$ cat src/rtl/arm_seq_ctrl.sv
// arm_seq_ctrl: multi-cycle fetch/execute sequencer owning PC, IR and retired-instruction count
module arm_seq_ctrl #(
    parameter int PC_W = 16,
    parameter logic [PC_W-1:0] RESET_PC = '0,
    parameter bit START_HALTED = 1'b0
) (
    input  logic            clk,
    input  logic            rst,
    input  logic [15:0]     i_data,
    input  logic [15:0]     rd_data,
    input  logic            d_ready,
    input  logic            go,
    input  logic            step_en,
    output logic [PC_W-1:0] i_addr,
    output logic [15:0]     inst,
    output logic [2:0]      state,
    output logic            halted,
    output logic [15:0]     instret
);
    typedef enum logic [2:0] {HALT = 3'b000, FETCH = 3'b001, EXEC1 = 3'b010, EXEC2 = 3'b100} st_t;
    st_t st;
    logic [PC_W-1:0] pc, pc_inc, pc_ret;
    logic is_ldr, is_b, is_bz, is_hlt;
    assign is_ldr = inst[15:12] == 4'b1110;
    assign is_b   = inst[15:13] == 3'b000;
    assign is_bz  = inst[15:13] == 3'b010;
    assign is_hlt = inst[15:13] == 3'b011;
    assign pc_inc = pc + PC_W'(1);
    assign pc_ret = is_b ? pc + PC_W'($signed(inst[11:0])) :
                    (is_bz && rd_data == 16'h0000) ? pc + PC_W'($signed(inst[7:0])) : pc_inc;
    assign i_addr = pc;
    assign state  = st;
    assign halted = st == HALT;
    always_ff @(posedge clk) begin
        if (rst) begin
            pc      <= RESET_PC;
            inst    <= '0;
            instret <= '0;
            st      <= START_HALTED ? HALT : FETCH;
        end else begin
            case (st)
                HALT: if (go) st <= FETCH;
                FETCH: begin
                    inst <= i_data;
                    st   <= EXEC1;
                end
                EXEC1: if (is_ldr) st <= EXEC2;
                else begin
                    pc      <= pc_ret;
                    instret <= instret + 16'd1;
                    st      <= (is_hlt || step_en) ? HALT : FETCH;
                end
                EXEC2: if (d_ready) begin
                    pc      <= pc_inc;
                    instret <= instret + 16'd1;
                    st      <= step_en ? HALT : FETCH;
                end
                default: st <= HALT;
            endcase
        end
    end
endmodule

$ cat config.mk
export PLATFORM = sky130hd
export DESIGN_NAME = arm_seq_ctrl
export DESIGN_NICKNAME = d
export VERILOG_FILES = /design/src/rtl/arm_seq_ctrl.sv
export SDC_FILE = /design/constraint.sdc
export NUM_CORES = 1
export LEC_CHECK = 0
export ABC_CLOCK_PERIOD_IN_PS = 4100
export CAP_MARGIN = 20
export CORE_ASPECT_RATIO = 1.1
export CORE_MARGIN = 2
export CORE_UTILIZATION = 30
export DETAILED_ROUTE_END_ITERATION = 7
export GPL_TIMING_DRIVEN = 0
export RECOVER_POWER = 25
export SLEW_MARGIN = 25
export SYNTH_ARGS = -nofsm -noshare
export SYNTH_HDL_FRONTEND = slang
export SYNTH_SLANG_ARGS = --single-unit
$ cat constraint.sdc
create_clock -name clk -period 4.1 [get_ports clk]
set_input_delay 0.615 -clock clk [delete_from_list [all_inputs] [get_ports clk]]
set_output_delay 0.615 -clock clk [all_outputs]
set_load 0.05 [all_outputs]
Word-level counts from Yosys, hierarchy flattened

Index checks and enable logic that the tools add are counted.

Multiplexer cells: 14
Reductions and logical operators: 8
Add/sub/neg operators: 4
Equality and inequality tests: 9

Operator list:

| operator                                                         | number |
|---|---|
| 16-bit two-way mux                                               | 6 |
| 16-bit one-hot mux with 2 select lines                           | 2 |
| 16-bit by 1-bit adder with 16-bit output (second input constant) | 2 |
| 16-bit adder                                                     | 2 |
| 16-bit zero test                                                 | 1 |
| 3-bit one-hot mux with 4 select lines                            | 1 |
| 3-bit by 2-bit == test with 1-bit output (second input constant) | 3 |
| 3-bit two-way mux                                                | 3 |
| 3-bit zero test                                                  | 2 |
| 2-bit != test (second input constant)                            | 3 |
| 4-bit == test (second input constant)                            | 1 |
| 3-bit by 1-bit == test with 1-bit output (second input constant) | 1 |
| 3-bit == test (second input constant)                            | 1 |
| 3-bit AND reduction                                              | 1 |
| 1-bit two-way mux                                                | 2 |
| 2-bit AND reduction                                              | 1 |
| 2-bit nonzero test                                               | 1 |
| 1-bit logical AND                                                | 1 |
| 1-bit logical OR                                                 | 1 |

Register bits: 51
Logic and storage cells: 39
Output and inout port bits: 52

Logic depth before layout (Yosys ltp)

Gate-level depths: netlist of run 1.

Depth in word-level cells: 6
Mapped depth: 11

Worst setup path after synthesis of run 1

Ideal clock, no wire load.

Kind: flip-flop to flip-flop
From: register pc[0] (netlist: i_addr[0])
To: register pc[14] (netlist: i_addr[14])
Period minus slack after synthesis: 2.905 ns
Arrival time: 2.831 ns
Buffers on the path: 0
Required time: 4.026 ns
Stages on the path, launching flop included: 11
Slack: 1.195 ns
Library setup time: 0.074 ns
Path through: dfxtp_1 -> ha_1 -> fa_1 -> a21o_1 -> a221o_2 -> a21bo_2 -> a41o_1 -> a311oi_2 -> xnor2_1 -> o21ai_1 -> a31oi_1

Longest elaborated chain between the ends: 5
Elaborated cells on any way between the ends: 8

Ends and longest elaborated chain:

| element                                                                         | line   | text |
|---|---|---|
| from (decl)                                                                     | 22     | `logic [PC_W-1:0] pc, pc_inc, pc_ret;` |
| from (signal assigned)                                                          | 49     | `pc <= pc_ret;` |
| from (signal assigned)                                                          | 54     | `pc <= pc_inc;` |
| 16-bit by 1-bit adder with 16-bit output / 16-bit adder (equally long branches) | 28, 30 |  |
| 16-bit two-way mux                                                              | 30     | `(is_bz && rd_data == 16'h0000) ? pc + PC_W'($signed(inst[7:0])) : pc_inc;` |
| 16-bit two-way mux                                                              | 29     | `assign pc_ret = is_b ? pc + PC_W'($signed(inst[11:0])) :` |
| 16-bit two-way mux                                                              | 47     | `EXEC1: if (is_ldr) st <= EXEC2;` |
| 16-bit one-hot mux with 2 select lines *                                        | 41     | `case (st)` |

Every way passes the cells marked *; elsewhere a longest branch is shown, timed or not. The select of a mux whose other input is x is not followed.
A chain may end at the register's enable or synchronous reset.

Worst setup path in the final report of run 1

From: input port rd_data[0]
To: register pc[14] (netlist: i_addr[14])

Longest elaborated chain between the ends: 6

Ends and longest elaborated chain:

| element                                | line | text |
|---|---|---|
| from (decl)                            | 10   | `input logic [15:0] rd_data,` |
| 16-bit zero test                       | 30   |  |
| 1-bit logical AND                      | 30   |  |
| 16-bit two-way mux                     | 30   |  |
| 16-bit two-way mux                     | 29   |  |
| 16-bit two-way mux                     | 47   |  |
| 16-bit one-hot mux with 2 select lines | 41   |  |

No other way between the ends. The select of a mux whose other input is x is not followed.

==> results.md, run 1 <==
- Run status: complete, no violations
- Met2 GRT Util: 30.4%
- Final weighted congestion in routability-driven placement: 0.924
- Endpoint of the worst register-to-register path: i_addr[14]
- RR Startpoint: state[1]
- Global-route layer with the greatest usage: met2
- First element of the critical path: rd_data[0]
- Number of antenna violations at the first check in global routing: 0
- Post-synth EDFFs: 0
- Level count of the clock H-tree: 2
- Leading cell types by total area after synthesis: sky130_fd_sc_hd__dfxtp_1 29%, sky130_fd_sc_hd__ha_1 8.4%, sky130_fd_sc_hd__nand2_1 7.8%
- Clock-pin slew of the registers on the worst-case setup and hold paths: 0.07 ns
- Number of gates given a new drive strength after cts: 0
- Minimum setup slack among reg-to-reg paths: 1.16 ns
- Final setup violating endpoints: 0
- Antenna Violating Nets Remaining: 0
- DIE AREA: 12800 um2
- Hold Path End: inst[3]
- Depth of the worst hold-timing path: 2
- CP max FO: 7
- Post-detailed-placement half-perimeter wirelength: 8760 um
- Kind of critical path: in -> reg
- Total power per unit cell area: 281 nW/um2
- Number of distinct library cells after synthesis: 63
- Die height: 118 um
- Fin Hold WS: 0.484 ns
- Fin Clk Skew: 0.00736 ns
- Mean Syn Cell Area: 7.54 um2
- Quantity of hold-fixing buffers added after cts: 0
- Area growth, synth to finish: 34.2%
- Number of max-cap violations: 0
- Worst hold start: inst[3]
- Required time reported for the critical path endpoint: 4.32 ns
- Proportion of netlist area held by the largest area contributor: 28.6%
- Vias per cell: 5.27
- GRT met3 Usage: 2.65%
- Static leakage: 1.89 nW
- TritonCTS clock tree: done
- Number of buffers added by the clock tree synthesis step: 5
- Fraction of final layout cells with drive strength greater than 1: 3.86%
- Clock root buffer master: sky130_fd_sc_hd__clkbuf_16
- Total nets after synthesis: 536
- First-pass GRT wire length: 18400 um
- Routed wire length per instance: 15.5 um
- Placement Rows: 41
- Relative max-transition margin: 54.3%
- Tightest Hold Check Type: reg -> reg
- Top Ports: 89
- Sum of negative setup slack: 0 ns
- Final hold violation count: 0
- RSZ-0062 raised after global routing: false
- Count of yosys warnings during synthesis: 0
- Final-stage net count: 631
- Clock Latency Late Sink: 0.29 ns
- Residual DRC: 0
- Syn Inst Count: 474
- Share of synthesized area occupied by flip-flops and latches: 28.6%
- Die outline width: 108 um
- Final Max Slew Viols: 0
- Kind of start point of the critical path: input pin
- Vias in the first global route: 3775
- Time the final worst path needs with I/O delays and setup: 3.05 ns
- Maximum clock path buffer count: 2
- Total Routing Usage GR: 17.5%
- Share of the clock period used by the worst path: 74.4%
- Number of vias in the routed layout: 3797
- Critical Path AT: 3.27 ns
- Ys async rst share: 0%
- Antenna diode count: 0
- Routed Wire Length: 11100 um
- Worst Tran Pin Value: 0.681 ns
- Gr ovfl total: 0
- Pin count of the biggest net entering global routing: 19
- Most instantiated library cell after synthesis: sky130_fd_sc_hd__nand2_1
- Port buffer count: 88
- Clock sinks: 51
- Core Region: 11500 um2
- Kind of capture point of the worst setup path: flop
- Number of buffers inserted to repair setup after CTS: 0
- Post-synthesis register bit count: 51
- First-iteration detailed-routing DRC count: 265
- Commonest register cell after synthesis: sky130_fd_sc_hd__dfxtp_1
- Max frequency: 328 MHz
- Library cell occupying the most area in the post-synthesis netlist: sky130_fd_sc_hd__dfxtp_1
- Summed instance area of the synthesized netlist: 3570 um2
- Iteration count of the initial detailed-routing pass: 5
- GRT met1 Usage: 22.1%
- Initial core utilization: 30.9%
- Number of cells on the worst reg-to-reg path: 11
- Synth top cells by count: 74 x sky130_fd_sc_hd__nand2_1, 55 x sky130_fd_sc_hd__a21oi_1, 51 x sky130_fd_sc_hd__dfxtp_1
- Largest voltage drop on the vdd net: 0.179 mV
-- state kept, by name, summed over array words and instances, names as in the netlist --
name / count
instret: 16
state: 3
inst: 16
i_addr: 16
-- cells in the final DEF, fill, tap and decap left out, types with 17 or more instances in the layout --
cell	synthesis	routed
sky130_fd_sc_hd__dlygate4sd3_1	0	18
sky130_fd_sc_hd__dfxtp_1	51	51
sky130_fd_sc_hd__xor2_1	19	19
sky130_fd_sc_hd__a21oi_1	55	55
sky130_fd_sc_hd__clkdlybuf4s50_1	0	70
sky130_fd_sc_hd__nor2_1	43	43
sky130_fd_sc_hd__nand2_1	74	74
sky130_fd_sc_hd__nor3_1	17	17
sky130_fd_sc_hd__o21ai_0	24	24
sky130_fd_sc_hd__nand3_1	19	19
sky130_fd_sc_hd__ha_1	24	24
-- kinds of logic (layout without fill, tap and decap cells) --
group                    count (synthesis)  after routing  synth area share [%]
adder cells (fa/ha/maj)                 25             25                  8.97
buffers and inverters                   23            119                  2.70
multiplexers                             4              4                  1.19
AO/OA/AOI/OAI                          134            134                  23.4
flip-flops                              51             51                  28.6
XOR/XNOR                                32             32                  7.85
AND/OR/NAND/NOR                        205            205                  27.4
-- through the flow --
stage          power (mW)  cells  setup WS [ns]  utilization, %  cell area [um2]
2_1_floorplan       0.783    474           1.19               -             3570
3_3_place_gp        0.912    712          0.716            40.2             4640
3_5_place_dp        0.917    712          0.741            40.2             4640
4_1_cts              1.36    720           1.04            41.5             4790
5_1_grt              1.41    720          0.830            41.5             4790
6_report             1.35    720           1.05            41.5             4790
-- final cells by class --
| class | instances | area (um2) |
|---|---|---|
| inverters | 5 | 18.8 |
| flip-flops and latches | 51 | 1020 |
| repair buffers | 88 | 881 |
| well taps | 150 | 188 |
| plain buffers | 18 | 76.3 |
| fillers | 1185 | 6750 |
| clock inverters | 3 | 27.5 |
| clock buffers | 5 | 125 |
| multi-input cells | 400 | 2450 |
-- worst max-delay path, stage by stage --
cell and delay [ns]:
sky130_fd_sc_hd__clkdlybuf4s50_1 0.42, sky130_fd_sc_hd__nor4_2 0.33, sky130_fd_sc_hd__and4b_1 0.26, sky130_fd_sc_hd__nand4_1 0.27
sky130_fd_sc_hd__o21ai_1 0.54, sky130_fd_sc_hd__nor2_1 0.20, sky130_fd_sc_hd__a311oi_1 0.37, sky130_fd_sc_hd__o21ai_1 0.11
sky130_fd_sc_hd__a31oi_1 0.14
-- report_power, final --
part / switching (mW) / internal (mW)
combinational: 0.220 / 0.136
clock: 0.211 / 0.232
sequential: 0.0323 / 0.515
total: 0.463 / 0.884
-- worst max path at each step --
stage	to
finish	i_addr[14]
global route	i_addr[12]
detailed placement	i_addr[14]
global placement	i_addr[14]
floorplan	i_addr[14]
CTS	i_addr[14]
-- routing by layer --
layer | up-vias | wire length [um]
met2 | 115 | 5390
met1 | 1744 | 5010
li1 | 1918 | -
met4 | 0 | 229
met3 | 20 | 501
met5 | - | 0
Note: power is estimated with default switching activity, not from simulation.
==> inputs of run 2 (changes only) <==
--- a/config.mk
+++ b/config.mk
@@ -5,7 +5,7 @@
 export SDC_FILE = /design/constraint.sdc
 export NUM_CORES = 1
 export LEC_CHECK = 0
-export ABC_CLOCK_PERIOD_IN_PS = 4100
+export ABC_CLOCK_PERIOD_IN_PS = 3000
 export CAP_MARGIN = 20
 export CORE_ASPECT_RATIO = 1.1
 export CORE_MARGIN = 2
==> constraint.sdc (replaced) <==
create_clock -name clk -period 3 [get_ports clk]
set_input_delay 0.45 -clock clk [delete_from_list [all_inputs] [get_ports clk]]
set_output_delay 0.45 -clock clk [all_outputs]
set_load 0.05 [all_outputs]
==> results.md, run 2 (synthesis gave the netlist of run 1 again) <==
- CP Buf/Inv Count: 0 (-1)
- Kind of start point of the critical path: flop
- Number of buffers inserted to repair setup after CTS: 0 (unchanged)
- Largest voltage drop on the vdd net: 0.245 mV (+37%)
- Residual DRC: 0 (unchanged)
- Fin Hold WS: 0.483 ns (-0.000415 ns)
- Most used cells in the layout excluding fill and tap cells: 74 x sky130_fd_sc_hd__nand2_1, 70 x sky130_fd_sc_hd__clkdlybuf4s50_1, 55 x sky130_fd_sc_hd__a21oi_1
- Pin count of the biggest net entering global routing: 19 (unchanged)
- Routed wire length per instance: 15.5 um (+0.31%)
- Multi-input combinational cell area: 2460 um2 (+0.36%)
- Kind of capture point of the worst setup path: flop
- CP max-delay cell: sky130_fd_sc_hd__fa_1
- Final setup violating endpoints: 0 (unchanged)
- Run status: complete, no violations
- Die outline width: 108 um (unchanged)
- Final hold violation count: 0 (unchanged)
- Initial core utilization: 30.9% (unchanged)
- Total Routing Usage GR: 17.5% (unchanged)
- Share of the clock period used by the worst path: 95.0%
- Routed Wire Length: 11200 um (+0.31%)
- Number of antenna violations at the first check in global routing: 0 (unchanged)
- Core Region: 11500 um2 (unchanged)
- Time the final worst path needs with I/O delays and setup: 2.85 ns
- Worst-case setup slack after placement: -0.194 ns (-0.935 ns)
- Placement Rows: 41 (unchanged)
- First-iteration detailed-routing DRC count: 249 (-6.0%)
- Required time reported for the critical path endpoint: 3.23 ns (-1.09 ns)
- Vias per cell: 5.32 (+0.92%)
- Critical Path AT: 3.07 ns (-0.20 ns)
- Tightest Hold Check Type: reg -> reg
- Antenna Violating Nets Remaining: 0 (unchanged)
- Final worst-path setup slack: 0.151 ns (-0.900 ns)
- First-pass GRT wire length: 18400 um (unchanged)
- Relative max-transition margin: 53.8% (-0.46 points)
- Area taken by flip-flops and latches: 1020 um2 (unchanged)
- Number of vias in the routed layout: 3832 (+0.92%)
- Leading cell type in the layout, fill and taps excluded: sky130_fd_sc_hd__nand2_1
- Number of max-cap violations: 0 (unchanged)
- Ordered cell list for the critical path: ha_1, fa_1, a21o_1, a221o_2, a21bo_2, a41o_1, a311oi_2, xnor2_1, o21ai_1, a31oi_1
- Final-stage net count: 631 (unchanged)
- Fraction of final layout cells with drive strength greater than 1: 4.39% (+0.53 points)
- Largest incremental delay on the critical path: 0.41 ns (-0.13 ns)
- TritonCTS clock tree: done
- Worst Tran Pin Value: 0.693 ns (+0.0122 ns)
- Top Ports: 89 (unchanged)
- Maximum clock path buffer count: 2 (unchanged)
- Fin Clk Skew: 0.00648 ns (-0.000882 ns)
- Final Max Slew Viols: 0 (unchanged)
- Post-detailed-placement half-perimeter wirelength: 8760 um (unchanged)
- Quantity of hold-fixing buffers added after cts: 0 (unchanged)
- Iteration count of the initial detailed-routing pass: 5 (unchanged)
- Static leakage: 1.89 nW (+0.33%)
- Total power per unit cell area: 384 nW/um2 (+36%)
- RSZ-0062 raised after global routing: false
- Filler cell count in the final layout: 1183 (-0.17%)
- Vias in the first global route: 3775 (unchanged)
- Max frequency: 351 MHz
- Gr ovfl total: 0 (unchanged)
- Antenna diode count: 0 (unchanged)
- Util after Layout: 41.6% (+0.087 points)
- Die height: 118 um (unchanged)
- Port buffer count: 88 (unchanged)
- Level count of the clock H-tree: 2 (unchanged)
- CP top delay family: compound AO/OA/AOI/OAI gates
- Clock-pin slew of the registers on the worst-case setup and hold paths: 0.07 ns (about the same)
- CP max FO: 6 (-1)
- Clock Latency Late Sink: 0.29 ns (about the same)
- Kind of critical path: reg -> reg
- Clock sinks: 51 (unchanged)
- Number of buffers added by the clock tree synthesis step: 5 (unchanged)
- Area growth, synth to finish: 34.4%
- Final weighted congestion in routability-driven placement: 0.924 (unchanged)
- DIE AREA: 12800 um2 (unchanged)
- Clock root buffer master: sky130_fd_sc_hd__clkbuf_16
- Sum of negative setup slack: 0 ns (unchanged)
==> run 2: path summary, 6_finish.rpt <==
path | start | to | slack (ns) | cells past startpoint
setup / recovery | i_addr[0] | i_addr[14] | 0.15 | 10
hold / removal | inst[3] | inst[3] | 0.48 | 2
setup reg to reg | i_addr[0] | i_addr[14] | 0.15 | 10
hold reg to reg | inst[3] | inst[3] | 0.48 | 2
==> run 2: per-layer routing <==
layer,vias to the layer above,global-route usage [%],wire (um)
met5,-,0,0
met2,124,30.4,5370
met4,0,5.45,280
met3,29,2.65,544
met1,1764,22.1,4980
li1,1915,-,-
==> run 2: stage by stage <==
step | power (mW) | cell area [um2] | instances
final | 1.84 | 4800 | 720
after global routing | 1.92 | 4800 | 720
after CTS | 1.85 | 4790 | 720
after detailed placement | 1.25 | 4640 | 712
after global placement | 1.25 | 4640 | 712
after floorplan | 1.07 | 3570 | 474
==> run 2: what timing repair did <==
action / CTS / global route
endpoints found under the setup margin: 0 / 4
endpoints found under the hold margin: 0 / 0
resized for setup: 0 / 2
==> run 2: area by class of cell <==
type	count	share of cell area [%]
clock buffers	5	2.61
clock inverters	3	0.573
well taps	150	3.91
flip-flops and latches	51	21.3
plain buffers	18	1.62
inverters	5	0.391
repair buffers	88	18.3
multi-input cells	400	51.3
==> run 2: report_power, final <==
part / internal, mW / total (mW) / switching, mW
clock network: 0.318 / 0.605 / 0.288
registers: 0.704 / 0.748 / 0.0442
logic: 0.187 / 0.489 / 0.302
==> run 2: worst reg2reg max path, delay by kind of cell (launching register included) <==
| family | cells | cell delay (ns) |
|---|---|---|
| AO/OA/AOI/OAI | 7 | 1.61 |
| XOR/XNOR | 1 | 0.16 |
| adder cells (fa/ha/maj) | 2 | 0.65 |
| flip-flops | 1 | 0.37 |
==> inputs of run 3 (changes only) <==
--- a/config.mk
+++ b/config.mk
@@ -5,7 +5,7 @@
 export SDC_FILE = /design/constraint.sdc
 export NUM_CORES = 1
 export LEC_CHECK = 0
-export ABC_CLOCK_PERIOD_IN_PS = 3000
+export ABC_CLOCK_PERIOD_IN_PS = 3250
 export CAP_MARGIN = 20
 export CORE_ASPECT_RATIO = 1.1
 export CORE_MARGIN = 2
==> constraint.sdc (replaced) <==
create_clock -name clk -period 3.25 [get_ports clk]
set_input_delay 0.4875 -clock clk [delete_from_list [all_inputs] [get_ports clk]]
set_output_delay 0.4875 -clock clk [all_outputs]
set_load 0.05 [all_outputs]
==> results.md, run 3 (synthesis gave the netlist of run 1 again) <==
- Vias in the first global route: 3775 (unchanged)
- WL met1: 5000 um (+0.34%)
- Most used cells in the layout excluding fill and tap cells: 74 x sky130_fd_sc_hd__nand2_1, 70 x sky130_fd_sc_hd__clkdlybuf4s50_1, 55 x sky130_fd_sc_hd__a21oi_1
- Post-detailed-placement half-perimeter wirelength: 8760 um (unchanged)
- Final weighted congestion in routability-driven placement: 0.924 (unchanged)
- TritonCTS clock tree: done
- Residual DRC: 0 (unchanged)
- Util after Layout: 41.5% (-0.076 points)
- Routed wire length per instance: 15.5 um (-0.41%)
- Relative max-transition margin: 54.3% (+0.48 points)
- Kind of critical path: in -> reg
- Antenna diode count: 0 (unchanged)
- Highest layer used for signal routing: met4
- Area growth, synth to finish: 34.2%
- First-iteration detailed-routing DRC count: 263 (+5.6%)
- Level count of the clock H-tree: 2 (unchanged)
- Initial core utilization: 30.9% (unchanged)
- Fin Clk Skew: 0.00736 ns (+0.000882 ns)
- Number of buffers added by the clock tree synthesis step: 5 (unchanged)
- Final hold violation count: 0 (unchanged)
- Kind of capture point of the worst setup path: flop
- Maximum clock path buffer count: 2 (unchanged)
- Number of buffers inserted to repair setup after CTS: 0 (unchanged)
- Filler cell count in the final layout: 1184 (+0.085%)
- Core Region: 11500 um2 (unchanged)
- Routed Wire Length: 11100 um (-0.41%)
- Worst Tran Pin Value: 0.680 ns (-0.0124 ns)
- Number of max-cap violations: 0 (unchanged)
- Top Ports: 89 (unchanged)
- Final non-filler cell total: 720 (unchanged)
- Leading cell type in the layout, fill and taps excluded: sky130_fd_sc_hd__nand2_1
- Critical Path AT: 3.15 ns (+0.08 ns)
- Number of antenna violations at the first check in global routing: 0 (unchanged)
- Clock Latency Late Sink: 0.29 ns (about the same)
- Run status: complete, no violations
- Fraction of final layout cells with drive strength greater than 1: 4.04% (-0.35 points)
- DIE AREA: 12800 um2 (unchanged)
- Final setup violating endpoints: 0 (unchanged)
- Iteration count of the initial detailed-routing pass: 5 (unchanged)
- Die height: 118 um (unchanged)
- Static leakage: 1.89 nW (about the same)
- Placement Rows: 41 (unchanged)
- Largest voltage drop on the vdd net: 0.225 mV (-7.9%)
- Share of the clock period used by the worst path: 90.0%
- Time the final worst path needs with I/O delays and setup: 2.92 ns
- Depth of the worst hold-timing path: 2 (unchanged)
- CP max FO: 7 (+1)
- Pin count of the biggest net entering global routing: 19 (unchanged)
- Max frequency: 342 MHz
- Detail Route met2 WL: 5390 um (+0.43%)
- First-pass GRT wire length: 18400 um (unchanged)
- Final-stage net count: 631 (unchanged)
- Gr ovfl total: 0 (unchanged)
- Antenna Violating Nets Remaining: 0 (unchanged)
- Clock-pin slew of the registers on the worst-case setup and hold paths: 0.07 ns (about the same)
- Quantity of hold-fixing buffers added after cts: 0 (unchanged)
- # placed instances: 712 (unchanged)
- Final Max Slew Viols: 0 (unchanged)
- Port buffer count: 88 (unchanged)
- RSZ-0062 raised after global routing: false
- Number of gates given a new drive strength after cts: 0 (unchanged)
- Total Routing Usage GR: 17.5% (unchanged)
- Vias per cell: 5.28 (-0.86%)
- Number of vias in the routed layout: 3799 (-0.86%)
- Length of routed met3 wiring: 508 um (-6.6%)
- Clock root buffer master: sky130_fd_sc_hd__clkbuf_16
- Clock sinks: 51 (unchanged)
- Kind of start point of the critical path: input pin
- Total power per unit cell area: 355 nW/um2 (-7.6%)
- Die outline width: 108 um (unchanged)
- Required time reported for the critical path endpoint: 3.47 ns (+0.24 ns)
- Tightest Hold Check Type: reg -> reg
- Number of cells on the worst reg-to-reg path: 10 (unchanged)
## run 3: worst paths after layout
kind,to,start,slack (ns)
min,inst[3],inst[3],0.48
max reg2reg,i_addr[14],i_addr[0],0.34
min reg2reg,inst[3],inst[3],0.48
max,i_addr[14],rd_data[0],0.33
## run 3: layer usage
layer	GRT usage (%)	vias up
met3	2.65	20
met4	5.45	0
li1	-	1918
met2	30.4	113
met5	0	-
met1	22.1	1748
## run 3: report_power, final
part           internal (mW)  leakage, nW  switching, mW
logic                  0.172         1.40          0.278
clock network          0.293       0.0719          0.266
registers              0.650        0.415         0.0407
## run 3: final cells by class
type	count	area, um2	area share [%]
Clock buffer	5	125	2.61
Sequential cell	51	1020	21.3
Multi-Input combinational cell	400	2450	51.2
Timing Repair Buffer	88	881	18.4
Buffer	18	77.6	1.62
Tap cell	150	188	3.92
Inverter	5	18.8	0.392
Clock inverter	3	27.5	0.574
## run 3: critical path: stages
cell                              delay [ns]
sky130_fd_sc_hd__clkdlybuf4s50_1        0.42
sky130_fd_sc_hd__nor4_2                 0.33
sky130_fd_sc_hd__and4b_1                0.26
sky130_fd_sc_hd__nand4_1                0.27
sky130_fd_sc_hd__o21ai_1                0.54
sky130_fd_sc_hd__nor2_1                 0.20
sky130_fd_sc_hd__a311oi_1               0.37
sky130_fd_sc_hd__o21ai_1                0.11
sky130_fd_sc_hd__a31oi_1                0.14
## run 3: through the flow
step / setup slack, ns / TNS [ns] / hold slack [ns] / instance area, um2 / power (mW)
2_1_floorplan: 0.345 / 0 / 0.624 / 3570 / 0.988
3_3_place_gp: -0.00700 / -0.00700 / 0.475 / 4640 / 1.15
3_5_place_dp: 0.0190 / 0 / 0.479 / 4640 / 1.16
4_1_cts: 0.316 / 0 / 0.490 / 4790 / 1.71
5_1_grt: 0.108 / 0 / 0.510 / 4790 / 1.78
6_report: 0.326 / 0 / 0.484 / 4790 / 1.70
